**config.mk**
```make
export PLATFORM = sky130hd
export DESIGN_NAME = axi_lite_cfg_master_flat
export DESIGN_NICKNAME = d
export VERILOG_FILES = /design/src/rtl/axi_lite_cfg_master_if.sv /design/src/rtl/axi_lite_cfg_master.sv /design/src/flat_wrapper.sv
export SDC_FILE = /design/constraint.sdc
export NUM_CORES = 1
export LEC_CHECK = 0
export BUFFER_PORTS_ARGS = -buffer_cell sky130_fd_sc_hd__buf_2
export CAP_MARGIN = 20
export CORE_UTILIZATION = 45
export DETAILED_ROUTE_END_ITERATION = 8
export GPL_ROUTABILITY_DRIVEN = 0
export PLACE_DENSITY_LB_ADDON = 0.25
export SLEW_MARGIN = 20
export SYNTH_ARGS = -nofsm -noshare
export SYNTH_HDL_FRONTEND = slang
export SYNTH_SLANG_ARGS = --single-unit
```
**constraint.sdc**
```tcl
create_clock -name clk -period 8.5 [get_ports clk]
set_input_delay 0.425 -clock clk [delete_from_list [all_inputs] [get_ports clk]]
set_output_delay 0.425 -clock clk [all_outputs]
set_load 0.03 [all_outputs]
```
**src/rtl/axi_lite_cfg_master_if.sv**
```systemverilog
// AXI4-Lite bus between the configuration initiator and the register block.
// Only the five AXI4-Lite channels live here; command/response stay as plain ports.
interface axi_lite_cfg_master_if #(
  parameter int ADDR_WIDTH = 32
);
  logic [ADDR_WIDTH-1:0] awaddr;
  logic                  awvalid;
  logic                  awready;
  logic [31:0]           wdata;
  logic [3:0]            wstrb;
  logic                  wvalid;
  logic                  wready;
  logic [1:0]            bresp;
  logic                  bvalid;
  logic                  bready;
  logic [ADDR_WIDTH-1:0] araddr;
  logic                  arvalid;
  logic                  arready;
  logic [31:0]           rdata;
  logic [1:0]            rresp;
  logic                  rvalid;
  logic                  rready;

  modport master (
    output awaddr, awvalid, input awready,
    output wdata, wstrb, wvalid, input wready,
    input  bresp, bvalid, output bready,
    output araddr, arvalid, input arready,
    input  rdata, rresp, rvalid, output rready
  );

  modport slave (
    input  awaddr, awvalid, output awready,
    input  wdata, wstrb, wvalid, output wready,
    output bresp, bvalid, input bready,
    input  araddr, arvalid, output arready,
    output rdata, rresp, rvalid, input rready
  );
endinterface

```
**src/rtl/axi_lite_cfg_master.sv**
```systemverilog
// Single-outstanding AXI4-Lite initiator: one command in, one length-1 AXI
// read or write out, one response back, with a per-state timeout.
module axi_lite_cfg_master #(
  parameter int ADDR_WIDTH = 32,
  parameter int TIMEOUT    = 256
) (
  input  logic                  clk,
  input  logic                  rst,
  input  logic                  cmd_valid,
  output logic                  cmd_ready,
  input  logic                  cmd_write,
  input  logic [ADDR_WIDTH-1:0] cmd_addr,
  input  logic [31:0]           cmd_wdata,
  input  logic [3:0]            cmd_wstrb,
  output logic                  rsp_valid,
  input  logic                  rsp_ready,
  output logic [31:0]           rsp_rdata,
  output logic [1:0]            rsp_resp,
  output logic                  rsp_timeout,
  axi_lite_cfg_master_if.master m_axi,
  output logic [2:0]            dbg_state
);

  localparam int CNT_W = (TIMEOUT > 2) ? $clog2(TIMEOUT) : 1;

  typedef enum logic [2:0] {
    IDLE    = 3'd0,
    WR_REQ  = 3'd1,
    WR_RESP = 3'd2,
    RD_REQ  = 3'd3,
    RD_RESP = 3'd4,
    RSP     = 3'd5
  } state_e;

  // Handshakes: a transfer happens on a rising clk edge where valid & ready are
  // both high; every valid/ready here is a flop, never a function of the peer's
  // ready/valid, and each valid holds its payload stable until it transfers.
  state_e                state_q, state_d;
  logic [CNT_W-1:0]      cnt_q, cnt_d;
  logic                  cmd_ready_q, cmd_ready_d;
  logic                  rsp_valid_q, rsp_valid_d;
  logic [31:0]           rsp_rdata_q, rsp_rdata_d;
  logic [1:0]            rsp_resp_q, rsp_resp_d;
  logic                  rsp_timeout_q, rsp_timeout_d;
  logic [ADDR_WIDTH-1:0] awaddr_q, awaddr_d;
  logic                  awvalid_q, awvalid_d;
  logic [31:0]           wdata_q, wdata_d;
  logic [3:0]            wstrb_q, wstrb_d;
  logic                  wvalid_q, wvalid_d;
  logic                  bready_q, bready_d;
  logic [ADDR_WIDTH-1:0] araddr_q, araddr_d;
  logic                  arvalid_q, arvalid_d;
  logic                  rready_q, rready_d;
  logic                  aw_done_q, aw_done_d;
  logic                  w_done_q, w_done_d;

  logic timeout_hit;
  logic do_abort;
  logic aw_hs, w_hs, aw_ok, w_ok;

  always_comb begin
    state_d       = state_q;
    cnt_d         = cnt_q;
    cmd_ready_d   = cmd_ready_q;
    rsp_valid_d   = rsp_valid_q;
    rsp_rdata_d   = rsp_rdata_q;
    rsp_resp_d    = rsp_resp_q;
    rsp_timeout_d = rsp_timeout_q;
    awaddr_d      = awaddr_q;
    awvalid_d     = awvalid_q;
    wdata_d       = wdata_q;
    wstrb_d       = wstrb_q;
    wvalid_d      = wvalid_q;
    bready_d      = bready_q;
    araddr_d      = araddr_q;
    arvalid_d     = arvalid_q;
    rready_d      = rready_q;
    aw_done_d     = aw_done_q;
    w_done_d      = w_done_q;
    do_abort      = 1'b0;
    timeout_hit   = (cnt_q == CNT_W'(TIMEOUT - 1));
    aw_hs         = awvalid_q & m_axi.awready;
    w_hs          = wvalid_q & m_axi.wready;
    aw_ok         = aw_done_q | aw_hs;
    w_ok          = w_done_q | w_hs;

    case (state_q)
      IDLE: begin
        cmd_ready_d = 1'b1;
        if (cmd_valid && cmd_ready_q) begin
          cmd_ready_d = 1'b0;
          cnt_d       = '0;
          if (cmd_write) begin
            awaddr_d  = cmd_addr;
            wdata_d   = cmd_wdata;
            wstrb_d   = cmd_wstrb;
            awvalid_d = 1'b1;
            wvalid_d  = 1'b1;
            aw_done_d = 1'b0;
            w_done_d  = 1'b0;
            state_d   = WR_REQ;
          end else begin
            araddr_d  = cmd_addr;
            arvalid_d = 1'b1;
            state_d   = RD_REQ;
          end
        end
      end

      // AW and W retire independently; leave only once both have transferred.
      WR_REQ: begin
        if (aw_hs) begin
          awvalid_d = 1'b0;
          aw_done_d = 1'b1;
        end
        if (w_hs) begin
          wvalid_d = 1'b0;
          w_done_d = 1'b1;
        end
        if (aw_ok && w_ok) begin
          bready_d = 1'b1;
          cnt_d    = '0;
          state_d  = WR_RESP;
        end else if (timeout_hit) begin
          do_abort = 1'b1;
        end else begin
          cnt_d = cnt_q + CNT_W'(1);
        end
      end

      WR_RESP: begin
        if (m_axi.bvalid) begin
          bready_d      = 1'b0;
          rsp_valid_d   = 1'b1;
          rsp_resp_d    = m_axi.bresp;
          rsp_rdata_d   = '0;
          rsp_timeout_d = 1'b0;
          state_d       = RSP;
        end else if (timeout_hit) begin
          do_abort = 1'b1;
        end else begin
          cnt_d = cnt_q + CNT_W'(1);
        end
      end

      RD_REQ: begin
        if (m_axi.arready) begin
          arvalid_d = 1'b0;
          rready_d  = 1'b1;
          cnt_d     = '0;
          state_d   = RD_RESP;
        end else if (timeout_hit) begin
          do_abort = 1'b1;
        end else begin
          cnt_d = cnt_q + CNT_W'(1);
        end
      end

      RD_RESP: begin
        if (m_axi.rvalid) begin
          rready_d      = 1'b0;
          rsp_valid_d   = 1'b1;
          rsp_resp_d    = m_axi.rresp;
          rsp_rdata_d   = m_axi.rdata;
          rsp_timeout_d = 1'b0;
          state_d       = RSP;
        end else if (timeout_hit) begin
          do_abort = 1'b1;
        end else begin
          cnt_d = cnt_q + CNT_W'(1);
        end
      end

      RSP: begin
        if (rsp_ready) begin
          rsp_valid_d   = 1'b0;
          rsp_timeout_d = 1'b0;
          cmd_ready_d   = 1'b1;
          state_d       = IDLE;
        end
      end

      default: state_d = IDLE;
    endcase

    // Abandon the bus entirely; a late slave response is simply ignored.
    if (do_abort) begin
      awvalid_d     = 1'b0;
      wvalid_d      = 1'b0;
      bready_d      = 1'b0;
      arvalid_d     = 1'b0;
      rready_d      = 1'b0;
      rsp_valid_d   = 1'b1;
      rsp_timeout_d = 1'b1;
      rsp_resp_d    = 2'b10;
      rsp_rdata_d   = '0;
      state_d       = RSP;
    end
  end

  always_ff @(posedge clk or posedge rst) begin
    if (rst) begin
      state_q       <= IDLE;
      cnt_q         <= '0;
      cmd_ready_q   <= 1'b0;
      rsp_valid_q   <= 1'b0;
      rsp_rdata_q   <= '0;
      rsp_resp_q    <= '0;
      rsp_timeout_q <= 1'b0;
      awaddr_q      <= '0;
      awvalid_q     <= 1'b0;
      wdata_q       <= '0;
      wstrb_q       <= '0;
      wvalid_q      <= 1'b0;
      bready_q      <= 1'b0;
      araddr_q      <= '0;
      arvalid_q     <= 1'b0;
      rready_q      <= 1'b0;
      aw_done_q     <= 1'b0;
      w_done_q      <= 1'b0;
    end else begin
      state_q       <= state_d;
      cnt_q         <= cnt_d;
      cmd_ready_q   <= cmd_ready_d;
      rsp_valid_q   <= rsp_valid_d;
      rsp_rdata_q   <= rsp_rdata_d;
      rsp_resp_q    <= rsp_resp_d;
      rsp_timeout_q <= rsp_timeout_d;
      awaddr_q      <= awaddr_d;
      awvalid_q     <= awvalid_d;
      wdata_q       <= wdata_d;
      wstrb_q       <= wstrb_d;
      wvalid_q      <= wvalid_d;
      bready_q      <= bready_d;
      araddr_q      <= araddr_d;
      arvalid_q     <= arvalid_d;
      rready_q      <= rready_d;
      aw_done_q     <= aw_done_d;
      w_done_q      <= w_done_d;
    end
  end

  assign cmd_ready      = cmd_ready_q;
  assign rsp_valid      = rsp_valid_q;
  assign rsp_rdata      = rsp_rdata_q;
  assign rsp_resp       = rsp_resp_q;
  assign rsp_timeout    = rsp_timeout_q;
  assign m_axi.awaddr   = awaddr_q;
  assign m_axi.awvalid  = awvalid_q;
  assign m_axi.wdata    = wdata_q;
  assign m_axi.wstrb    = wstrb_q;
  assign m_axi.wvalid   = wvalid_q;
  assign m_axi.bready   = bready_q;
  assign m_axi.araddr   = araddr_q;
  assign m_axi.arvalid  = arvalid_q;
  assign m_axi.rready   = rready_q;
  assign dbg_state      = state_q;

endmodule
```
**src/flat_wrapper.sv**
```systemverilog
// flat-port wrapper written by rule: the top's interface ports become plain ports
module axi_lite_cfg_master_flat 
#(
  parameter int ADDR_WIDTH = 32,
  parameter int TIMEOUT    = 256
)
  (clk, rst, cmd_valid, cmd_ready, cmd_write, cmd_addr, cmd_wdata, cmd_wstrb, rsp_valid, rsp_ready, rsp_rdata, rsp_resp, rsp_timeout, dbg_state, m_axi_awaddr, m_axi_awvalid, m_axi_awready, m_axi_wdata, m_axi_wstrb, m_axi_wvalid, m_axi_wready, m_axi_bresp, m_axi_bvalid, m_axi_bready, m_axi_araddr, m_axi_arvalid, m_axi_arready, m_axi_rdata, m_axi_rresp, m_axi_rvalid, m_axi_rready);
  axi_lite_cfg_master_if #(.ADDR_WIDTH(ADDR_WIDTH)) m_axi_i ();
  input  logic clk;
  input  logic rst;
  input  logic cmd_valid;
  output logic cmd_ready;
  input  logic cmd_write;
  input  logic [ADDR_WIDTH-1:0] cmd_addr;
  input  logic [31:0] cmd_wdata;
  input  logic [3:0] cmd_wstrb;
  output logic rsp_valid;
  input  logic rsp_ready;
  output logic [31:0] rsp_rdata;
  output logic [1:0] rsp_resp;
  output logic rsp_timeout;
  output logic [2:0] dbg_state;
  output wire logic [$bits(m_axi_i.awaddr)-1:0] m_axi_awaddr;
  output wire logic [$bits(m_axi_i.awvalid)-1:0] m_axi_awvalid;
  input wire logic [$bits(m_axi_i.awready)-1:0] m_axi_awready;
  output wire logic [$bits(m_axi_i.wdata)-1:0] m_axi_wdata;
  output wire logic [$bits(m_axi_i.wstrb)-1:0] m_axi_wstrb;
  output wire logic [$bits(m_axi_i.wvalid)-1:0] m_axi_wvalid;
  input wire logic [$bits(m_axi_i.wready)-1:0] m_axi_wready;
  input wire logic [$bits(m_axi_i.bresp)-1:0] m_axi_bresp;
  input wire logic [$bits(m_axi_i.bvalid)-1:0] m_axi_bvalid;
  output wire logic [$bits(m_axi_i.bready)-1:0] m_axi_bready;
  output wire logic [$bits(m_axi_i.araddr)-1:0] m_axi_araddr;
  output wire logic [$bits(m_axi_i.arvalid)-1:0] m_axi_arvalid;
  input wire logic [$bits(m_axi_i.arready)-1:0] m_axi_arready;
  input wire logic [$bits(m_axi_i.rdata)-1:0] m_axi_rdata;
  input wire logic [$bits(m_axi_i.rresp)-1:0] m_axi_rresp;
  input wire logic [$bits(m_axi_i.rvalid)-1:0] m_axi_rvalid;
  output wire logic [$bits(m_axi_i.rready)-1:0] m_axi_rready;
  assign m_axi_awaddr = m_axi_i.awaddr;
  assign m_axi_awvalid = m_axi_i.awvalid;
  assign m_axi_i.awready = m_axi_awready;
  assign m_axi_wdata = m_axi_i.wdata;
  assign m_axi_wstrb = m_axi_i.wstrb;
  assign m_axi_wvalid = m_axi_i.wvalid;
  assign m_axi_i.wready = m_axi_wready;
  assign m_axi_i.bresp = m_axi_bresp;
  assign m_axi_i.bvalid = m_axi_bvalid;
  assign m_axi_bready = m_axi_i.bready;
  assign m_axi_araddr = m_axi_i.araddr;
  assign m_axi_arvalid = m_axi_i.arvalid;
  assign m_axi_i.arready = m_axi_arready;
  assign m_axi_i.rdata = m_axi_rdata;
  assign m_axi_i.rresp = m_axi_rresp;
  assign m_axi_i.rvalid = m_axi_rvalid;
  assign m_axi_rready = m_axi_i.rready;
  axi_lite_cfg_master #(.ADDR_WIDTH(ADDR_WIDTH), .TIMEOUT(TIMEOUT)) u_core (.clk(clk), .rst(rst), .cmd_valid(cmd_valid), .cmd_ready(cmd_ready), .cmd_write(cmd_write), .cmd_addr(cmd_addr), .cmd_wdata(cmd_wdata), .cmd_wstrb(cmd_wstrb), .rsp_valid(rsp_valid), .rsp_ready(rsp_ready), .rsp_rdata(rsp_rdata), .rsp_resp(rsp_resp), .rsp_timeout(rsp_timeout), .m_axi(m_axi_i), .dbg_state(dbg_state));
endmodule
```
==> results by group, run 1 <==
Synthesis
  • Adder-cell share of the synthesized area: 0.193%
  • Synth Area in Compound Gates: 9.34%
  • Fraction of registers with async set/reset: 100%
  • Post-synth EDFFs: 0
  • Cell taking the most area after synthesis: dfrtp_1
  • Yosys reg bits: 155
  • Post-Synth XOR/XNOR Area: 0%
  • Yosys warning total: 0
  • Post-Synth Simple-Gate Area: 5.53%
  • Top-area cell type share of the netlist area: 60.0%
  • Largest family of logic cells by synthesized area: multiplexers
  • Mapped Area: 6470 sq um
  • Post-Syn Instances: 445
  • Mux share of post-synthesis cell area: 21.8%
  • Count leader, synth: dfrtp_1
  • Synth top area cells: dfrtp_1 60%, mux2_4 16%, mux2_2 5.7%
  • Avg Inst Size Synth: 14.5 sq um
  • Commonest cells in the netlist: 155 x dfrtp_1, 68 x mux2_4, 34 x a22o_1
  • Syn_nets: 560
  • Register area share after synthesis: 60.0%
  • Synth unique cells: 42
  • Top FF cell, synth: dfrtp_1

Placed design
  • Post-DP HPWL: 10800 microns
  • Port Buf Inserts: 258
  • Pre-CTS setup slack: 5.76 ns
  • DP Area: 7850 sq um
  • DP Cell Count: 861

Cells and area
  • Fillers: 1082
  • Area grow syn2layout: 31.0%
  • Finished Core Util: 60.8%
  • Share of layout cells above drive strength 1: 56.7%
  • Nets: 816
  • ANT cells: 0
  • Fin cells: 894
  • Design area: 8470 sq um

Setup path
  • Max incr delay on CP: 0.81 ns
  • CP Class: flip-flop to flip-flop
  • Critical Path RT: 8.80 ns
  • CP Max Fanout: 53
  • WP data arrival: 3.06 ns
  • Crit path from: u_core.dbg_state[2]
  • Crit end category: flip-flop
  • Crit-path cells: or4_4 -> clkinv_2 -> nand2_4 -> buf_4 -> mux2_4
  • Worst r2r src: u_core.dbg_state[2]
  • R2R setup slack: 5.74 ns
  • Critical R2R Capture: u_core.m_axi.awaddr[5]
  • Slowest-stage cell, CP: buf_4
  • Startpoint Class: flip-flop
  • Worst Reg-to-Reg Cells: 5

Pwr
  • Total chip power: 3.95 mW
  • Maximum VDD drop: 0.000241 V
  • Leakage: 4.44 nW
  • PD cells: 467 nW/um^2

Clock tree
  • Clock slew at reported path FFs: 0.06 ns
  • Root Driver: clkbuf_16
  • Clk sinks: 155
  • Post-CTS setup buffers: 0
  • CTS buffer count: 17
  • Clk_lat worst skew: 0.42 ns
  • Max clock buf depth: 2
  • Number of hold buffers added after CTS: 0
  • Post_cts resized: 0
  • CTS H-tree depth: 4
  • TritonCTS clock tree: built

GRT
  • Vias in the first global route: 4664
  • GRT Total Usage: 21.4%
  • Grt ovf: 0
  • Largest net degree at the start of global routing: 91
  • First-pass GRT wire length: 24000 microns
  • Initial antenna violation count: 0

Detailed routing
  • Initial DRC count: 240
  • Vias: 4670
  • Drt pass-1 iters: 5
  • Remaining DRCs: 0
  • Drt wl/cell: 17.2 microns
  • Number of routed nets with antenna violations: 0
  • Vias per Instance: 5.22
  • WL final: 15400 microns

Timing
  • F_max: 362 MHz
  • Final Setup Violations: 0
  • Fin crit period: 2.76 ns
  • Skew final: 0.00865 ns
  • Final period utilization: 32.5%
  • Final setup margin: 5.74 ns
  • Worst slew pin tran: 0.996 ns
  • Setup TNS: 0 ns
  • Max Slew Vio Count: 0
  • RSZ-0062 raised after global routing: false
  • Final hold vios: 0
  • Rel. slew slack: 33.6%
  • Min Hold Slack: 0.146 ns

Job
  • Maxcap violations: 0

Status
  • Status: completed

Floorplanning
  • IO Count: 259
  • Die width: 122 microns
  • Die ar.: 14900 sq um
  • Initial core utilization: 46.4%
  • Die Y: 122 microns
  • FP Rows: 43
  • Core region area: 13900 sq um

Min path
  • Worst Hold Class: input pin to asynchronous set/reset pin
## state kept, by name, summed over array words and instances (netlist names)
signal / flops
u_core.aw_done_q: 1
u_core.m_axi.awvalid: 1
u_core.m_axi.awaddr: 32
u_core.cmd_ready: 1
u_core.rsp_timeout: 1
u_core.m_axi.araddr: 32
u_core.dbg_state: 3
u_core.rsp_valid: 1
u_core.rsp_rdata: 32
u_core.m_axi.arvalid: 1
u_core.m_axi.bready: 1
u_core.cnt_q: 8
u_core.m_axi.wdata: 32
u_core.rsp_resp: 2
u_core.m_axi.wstrb: 4
u_core.w_done_q: 1
u_core.m_axi.rready: 1
u_core.m_axi.wvalid: 1
## power by group
part / internal [mW] / leakage (nW) / switching [mW]
combinational: 0.716 / 2.26 / 1.15
clock: 0.472 / 0.298 / 0.303
sequential: 1.09 / 1.88 / 0.223
total: 2.28 / 4.44 / 1.67
## critical path: cells and delay by family (launching register included)
family | cells | cell delay (ns)
buf+inv | 2 | 0.90
flops | 1 | 0.75
mux | 1 | 0.35
simple gates | 2 | 0.55
## final cells by class
cell class	count	area (sq um)	area share, %
Timing Repair Buffer	262	1330	15.7
Multi-Input combinational cell	258	2400	28.3
Sequential cell	155	3880	45.8
Clock inverter	13	165	1.95
Tap cell	180	225	2.66
Clock buffer	19	443	5.23
Inverter	7	32.5	0.384
## per-layer routing
layer  GRT usage (%)  wire [microns]  part of all wire, %  vias up
met3            6.23            1310                  8.5        9
met5               0               0                    0        -
li1                -               -                    -     2119
met1            27.0            6520                   42     2322
met4            8.87             126                 0.82        0
met2            34.2            7450                   48      220
## worst max path at each step
stage / to / slack, ns / cells past startpoint
floorplan: u_core.aw_done_q / 3.90 / 1
global placement: u_core.m_axi.awaddr[8] / 5.90 / 5
detailed placement: u_core.m_axi.wstrb[2] / 5.76 / 5
CTS: u_core.m_axi.wstrb[2] / 5.76 / 5
global route: u_core.m_axi.awaddr[27] / 5.59 / 5
finish: u_core.m_axi.awaddr[5] / 5.74 / 5
## layout by cell type, fill, tap and decap left out, types with 2 or more instances in the layout
master / count
a21oi_1: 18
nand3_1: 7
clkinv_2: 4
nor3b_1: 3
or3_1: 3
o22a_1: 3
o211ai_1: 2
o22ai_1: 2
nor3_1: 6
nand4_1: 2
nand2b_1: 4
buf_2: 258
dfrtp_1: 155
inv_6: 4
a31oi_1: 5
mux2_2: 33
a22o_1: 34
nor2_1: 12
or2_2: 2
clkinv_4: 3
o21ai_0: 15
clkbuf_16: 17
inv_1: 5
mux2_4: 68
nand2_1: 19
nand3b_1: 2
mux2i_1: 2
o21a_1: 2
buf_4: 3
bufinv_16: 3
## cells by family (layout without fill, tap and decap cells)
| family | Yosys count | in the layout |
|---|---|---|
| DFF | 155 | 155 |
| muxes | 103 | 103 |
| AOI/OAI and AO/OA | 86 | 86 |
| and+or+nand+nor | 68 | 68 |
| buffers and inverters | 32 | 301 |
| adders and majority gates | 1 | 1 |
No activity file was read; power rests on OpenSTA's default activity.
==> run 2: changes to the inputs <==
CORE_UTILIZATION = 44   (was 45)
clock period = 2.4 ns   (was 8.5 ns; I/O delays follow)
==> run 2 against run 1 <==
Effect of this change: sequential share of layout area fell by 5.4 points; fmax grew 32%; hold slack worse by 0.11 ns; final area rose by 13%; clock-buffer cell count fell by 2; non-clock buffer count rose by 114; die area increased by 2.2%; sequential power grew to 3.5 times the previous value; critical path depth grew 1; clock power rose to 3.4 times the previous value; total power increased to 3.6 times the previous value; critical endpoint is now u_core.cnt_q[6]; largest power group unchanged; highest routed layer unchanged.
==> results by group, run 2 (same netlist as run 1, synthesis figures left out) <==
Status
  • Status: completed

Floorplanning
  • IO Count: 259 (unchanged)
  • Initial core utilization: 45.9% (-0.53 points)
  • Die Y: 123 microns (+1.1%)
  • Die ar.: 15200 sq um (+2.2%)
  • Die width: 123 microns (+1.1%)
  • Core region area: 14100 sq um (+1.2%)
  • FP Rows: 43 (unchanged)

Pwr
  • PD cells: 1480 nW/um^2 (+220%)
  • Sw frac: 43.4% (+1.1 points)
  • Net Sw Power: 6.18 mW (+270%)
  • Maximum VDD drop: 0.000756 V (+210%)
  • Int Power: 8.06 mW (+250%)
  • Part of the power in combinational logic: 49.2% (+2.1 points)
  • Clk network pwr share: 18.4% (-1.2 points)
  • Seq pwr share: 32.4% (-0.9 points)
  • Leakage: 4.92 nW (+11%)

Detailed routing
  • Drt pass-1 iters: 4 (-1)
  • Vias: 5171 (+11%)
  • Vias per Instance: 5.13 (-1.8%)
  • Drt wl/cell: 17.7 microns (+2.8%)
  • Remaining DRCs: 0 (unchanged)
  • WL final: 17900 microns (+16%)
  • Initial DRC count: 336 (+40%)
  • Number of routed nets with antenna violations: 0 (unchanged)

Job
  • Maxcap violations: 0 (unchanged)

Clock tree
  • CTS buffer count: 17 (unchanged)
  • Max clock buf depth: 2 (unchanged)
  • Root Driver: clkbuf_16
  • Clk sinks: 155 (unchanged)
  • CTS H-tree depth: 4 (unchanged)
  • Post_cts resized: 0 (unchanged)
  • Clock slew at reported path FFs: 0.06 ns (about the same)
  • Number of hold buffers added after CTS: 104 (+104)
  • TritonCTS clock tree: built
  • Clk_lat worst skew: 0.42 ns (about the same)
  • Post-CTS setup buffers: 0 (unchanged)

Cells and area
  • Most common cell after layout, fill and taps aside: buf_2
  • Fin cells: 1008 (+13%)
  • Most frequent cells in the layout: 258 x buf_2, 155 x dfrtp_1, 104 x dlygate4sd3_1
  • Nets: 930 (+14%)
  • Design area: 9600 sq um (+13%)
  • ANT cells: 0 (unchanged)
  • Finished Core Util: 68.1% (+7.3 points)
  • Share of layout cells above drive strength 1: 50.1% (-6.6 points)
  • Area grow syn2layout: 48.5%
  • Fillers: 973 (-10%)

Timing
  • Final period utilization: 87.1% (+55 points)
  • Max Slew Vio Count: 0 (unchanged)
  • Fin crit period: 2.09 ns (-0.672 ns)
  • Final Setup Violations: 0 (unchanged)
  • Min Hold Slack: 0.0324 ns (-0.113 ns)
  • Rel. slew slack: 45.6% (+12 points)
  • Final hold vios: 0 (unchanged)
  • RSZ-0062 raised after global routing: false
  • Setup TNS: 0 ns (unchanged)
  • Worst slew pin tran: 0.815 ns (-0.181 ns)
  • Skew final: 0.00970 ns (+0.00105 ns)
  • F_max: 478 MHz (+32%)

Setup path
  • CP Class: flip-flop to flip-flop
  • R2R setup slack: 0.31 ns (-5.43 ns)
  • WP data arrival: 2.43 ns (-0.63 ns)
  • Critical Path RT: 2.74 ns (-6.06 ns)
  • Crit end category: flip-flop
  • Startpoint Class: flip-flop
  • CP Max Fanout: 15 (-72%)

Min path
  • Worst Hold Class: input pin to flip-flop

GRT
  • Initial antenna violation count: 0 (unchanged)
  • First-pass GRT wire length: 26900 microns (+12%)
  • Vias in the first global route: 5285 (+13%)
  • GRT Total Usage: 23.4% (+2.0 points)
  • Grt ovf: 0 (unchanged)
  • Largest net degree at the start of global routing: 156 (+71%)

Placed design
  • Post-DP HPWL: 11000 microns (+2.4%)
  • Port Buf Inserts: 258 (unchanged)
  • DP Area: 7980 sq um (+1.7%)
  • DP Cell Count: 872 (+1.3%)
[run 2: cell count changes in the layout (fill, tap and decap cells not counted), moves of 4 or more]
cell           before  now
buf_12              1    5
inv_6               4    9
dlygate4sd3_1       0  104
buf_4               3    9
[run 2: critical path: stages, from the launching register on]
cell and delay [ns]:
dfrtp_1 0.50, buf_4 0.25, or3b_2 0.46, a21oi_1 0.20, or3_1 0.30, o31ai_1 0.14, a21oi_1 0.15
[run 2: routing by layer]
metal	GRT usage (%)	routed length (microns)
met1	27.1	7110
met2	40.4	9000
met3	6.92	1410
met4	9.34	337
met5	0	0
[run 2: stage by stage]
stage / total power [mW] / setup slack (ns)
floorplan: 9.42 / 0.321
global placement: 11.3 / 0.424
CTS: 14.2 / 0.326
global route: 14.9 / 0.157
finish: 14.2 / 0.310
detailed placement: 11.4 / 0.350
[run 2: path summary, 6_finish.rpt]
check,startpoint,end,cells after the start
setup / recovery,u_core.dbg_state[2],u_core.cnt_q[6],6
hold / removal,cmd_write,u_core.aw_done_q,2
setup reg to reg,u_core.dbg_state[2],u_core.cnt_q[6],6
hold reg to reg,u_core.rsp_rdata[17],u_core.rsp_rdata[17],1
max in group asynchronous,rst,u_core.m_axi.rready,4
min in group asynchronous,rst,u_core.m_axi.araddr[9],4
[run 2: power by group through the flow]
| stage | clock network (mW) | registers, mW | logic [mW] |
|---|---|---|---|
| 2_1_floorplan | 0 | 6.97 | 2.45 |
| 3_5_place_dp | 0 | 4.60 | 6.83 |
| 4_1_cts | 2.66 | 4.59 | 6.98 |
| 5_1_grt | 2.79 | 4.77 | 7.39 |
| 6_report | 2.62 | 4.61 | 7.01 |
| 3_3_place_gp | 0 | 4.55 | 6.71 |
[run 2: area by class of cell]
type / count / area [sq um] / share of cell area, %
repair buffers: 376 / 2500 / 26.0
clock inverters: 15 / 154 / 1.60
flip-flops and latches: 155 / 3880 / 40.4
multi-input cells: 258 / 2390 / 24.9
clock buffers: 17 / 425 / 4.43
well taps: 180 / 225 / 2.35
inverters: 7 / 31.3 / 0.326
==> run 3: changes to the inputs <==
CORE_MARGIN = 10   (was default)
==> run 3 against run 2 <==
Effect of this change: first-iteration DRC count fell by 38%; final area grew 0.38%; worst setup slack worse by 0.10 ns; largest power group unchanged; clock skew is 0.0022 ns lower; clock power is 3% higher; total power is 1.3% higher; via count is 0.33% higher; global-route usage fell by 3.1 points; largest cell class unchanged; register-to-register slack lost 0.10 ns; critical path depth decreased by 1; utilization decreased by 1.6 points.
==> results by group, run 3 (same netlist as run 1, synthesis figures left out) <==
Detailed routing
  • Vias: 5188 (+0.33%)
  • Drt wl/cell: 20.1 microns (+13%)
  • WL final: 20300 microns (+14%)
  • Initial DRC count: 210 (-38%)
  • Drt pass-1 iters: 4 (unchanged)
  • Number of routed nets with antenna violations: 0 (unchanged)
  • Remaining DRCs: 0 (unchanged)
  • Vias per Instance: 5.13 (about the same)

Floorplanning
  • Die Y: 141 microns (+15%)
  • Die width: 141 microns (+15%)
  • IO Count: 259 (unchanged)
  • FP Rows: 44 (+2.3%)
  • Initial core utilization: 44.7% (-1.2 points)
  • Core region area: 14500 sq um (+2.7%)
  • Die ar.: 19900 sq um (+31%)

Job
  • Maxcap violations: 0 (unchanged)

Clock tree
  • CTS buffer count: 17 (unchanged)
  • Post_cts resized: 0 (unchanged)
  • Clock slew at reported path FFs: 0.06 ns (about the same)
  • Root Driver: clkbuf_16
  • CTS H-tree depth: 4 (unchanged)
  • Post-CTS setup buffers: 0 (unchanged)
  • Max clock buf depth: 2 (unchanged)
  • Clk sinks: 155 (unchanged)
  • Number of hold buffers added after CTS: 104 (unchanged)
  • Clk_lat worst skew: 0.42 ns (about the same)
  • TritonCTS clock tree: built

Placed design
  • DP Area: 8000 sq um (+0.19%)
  • Port Buf Inserts: 258 (unchanged)
  • Post-DP HPWL: 13700 microns (+24%)
  • DP Cell Count: 875 (+0.34%)

GRT
  • Initial antenna violation count: 0 (unchanged)
  • Vias in the first global route: 5673 (+7.3%)
  • Met3 Track Usage GR: 6.62% (-0.30 points)
  • GR met2 Demand/Resource: 34.0% (-6.5 points)
  • Largest net degree at the start of global routing: 84 (-46%)
  • GRT Total Usage: 20.3% (-3.1 points)
  • GR Layer Usage met1: 24.3% (-2.8 points)
  • First-pass GRT wire length: 32300 microns (+20%)
  • Busiest grt layer: met2
  • Grt ovf: 0 (unchanged)

Timing
  • Final period utilization: 91.4% (+4.3 points)
  • RSZ-0062 raised after global routing: false
  • Worst slew pin tran: 0.718 ns (-0.0973 ns)
  • Min Hold Slack: 0.0221 ns (-0.0103 ns)
  • Max Slew Vio Count: 0 (unchanged)
  • Skew final: 0.00748 ns (-0.00222 ns)
  • Final Setup Violations: 0 (unchanged)
  • Rel. slew slack: 51.9% (+6.2 points)
  • Fin crit period: 2.19 ns (+0.103 ns)
  • Final hold vios: 0 (unchanged)
  • F_max: 456 MHz (-4.7%)

Setup path
  • CP Class: flip-flop to flip-flop
  • WP data arrival: 2.49 ns (+0.06 ns)
  • CP Max Fanout: 25 (+10)
  • Critical Path RT: 2.70 ns (-0.04 ns)
  • Worst Reg-to-Reg Cells: 5 (-1)
  • Crit end category: flip-flop
  • Startpoint Class: flip-flop

Pwr
  • Leakage: 4.93 nW (+0.23%)
  • Total chip power: 14.4 mW (+1.3%)
  • Maximum VDD drop: 0.000870 V (+15%)
  • PD cells: 1500 nW/um^2 (+0.91%)

Cells and area
  • Most frequent cells in the layout: 258 x buf_2, 155 x dfrtp_1, 104 x dlygate4sd3_1
  • Area grow syn2layout: 49.0%
  • Design area: 9640 sq um (+0.38%)
  • Fillers: 1011 (+3.9%)
  • ANT cells: 0 (unchanged)
  • Share of layout cells above drive strength 1: 50.2% (+0.061 points)
  • Nets: 929 (-0.11%)
  • Most common cell after layout, fill and taps aside: buf_2
  • Fin cells: 1011 (+0.30%)

Min path
  • Worst Hold Class: input pin to flip-flop
  • Hold depth: 3 (+1)

Status
  • Status: completed
==> run 3: layout make-up <==
class	count	area (sq um)	area share [%]
flip-flops and latches	155	3880	40.2
clock buffers	18	439	4.56
clock inverters	14	161	1.67
well taps	184	230	2.39
repair buffers	375	2500	26.0
multi-input cells	258	2390	24.8
inverters	7	31.3	0.325
==> run 3: power by group <==
| group | switching, mW | total (mW) | internal [mW] |
|---|---|---|---|
| combinational | 4.37 | 7.07 | 2.71 |
| sequential | 0.779 | 4.65 | 3.87 |
| clock | 1.11 | 2.70 | 1.58 |
| total | 6.26 | 14.4 | 8.16 |
==> run 3: metal layers <==
metal  share of wire (%)  up-vias  wire, microns
met5                   0        -              0
met4                 1.3        0            261
met3                 8.5       24           1730
met2                  49      255           9880
met1                  41     2561           8400
li1                    -     2348              -
==> run 3: path summary, 6_finish.rpt <==
path | from | end | slack [ns]
max | u_core.dbg_state[1] | u_core.m_axi.wdata[18] | 0.21
min | m_axi_awready | u_core.aw_done_q | 0.02
max reg2reg | u_core.dbg_state[1] | u_core.m_axi.wdata[18] | 0.21
min reg2reg | u_core.rsp_rdata[31] | u_core.rsp_rdata[31] | 0.49
max in group asynchronous | rst | u_core.m_axi.awaddr[8] | 1.63
min in group asynchronous | rst | u_core.rsp_rdata[28] | 0.39
==> run 3: worst max-delay path: stages (launching register included) <==
cell and delay [ns]:
dfrtp_1 0.54, or4_4 0.61, clkinv_2 0.11, nand2_4 0.20
buf_12 0.26, mux2_4 0.32
==> run 3: metrics by stage <==
stage	worst slack, ns	util (%)	TNS (ns)
5_1_grt	0.0251	66.6	0
3_5_place_dp	0.253	55.2	0
6_report	0.207	66.6	0
3_3_place_gp	-0.0335	55.2	-0.0986
2_1_floorplan	0.321	-	0
4_1_cts	0.231	66.6	0
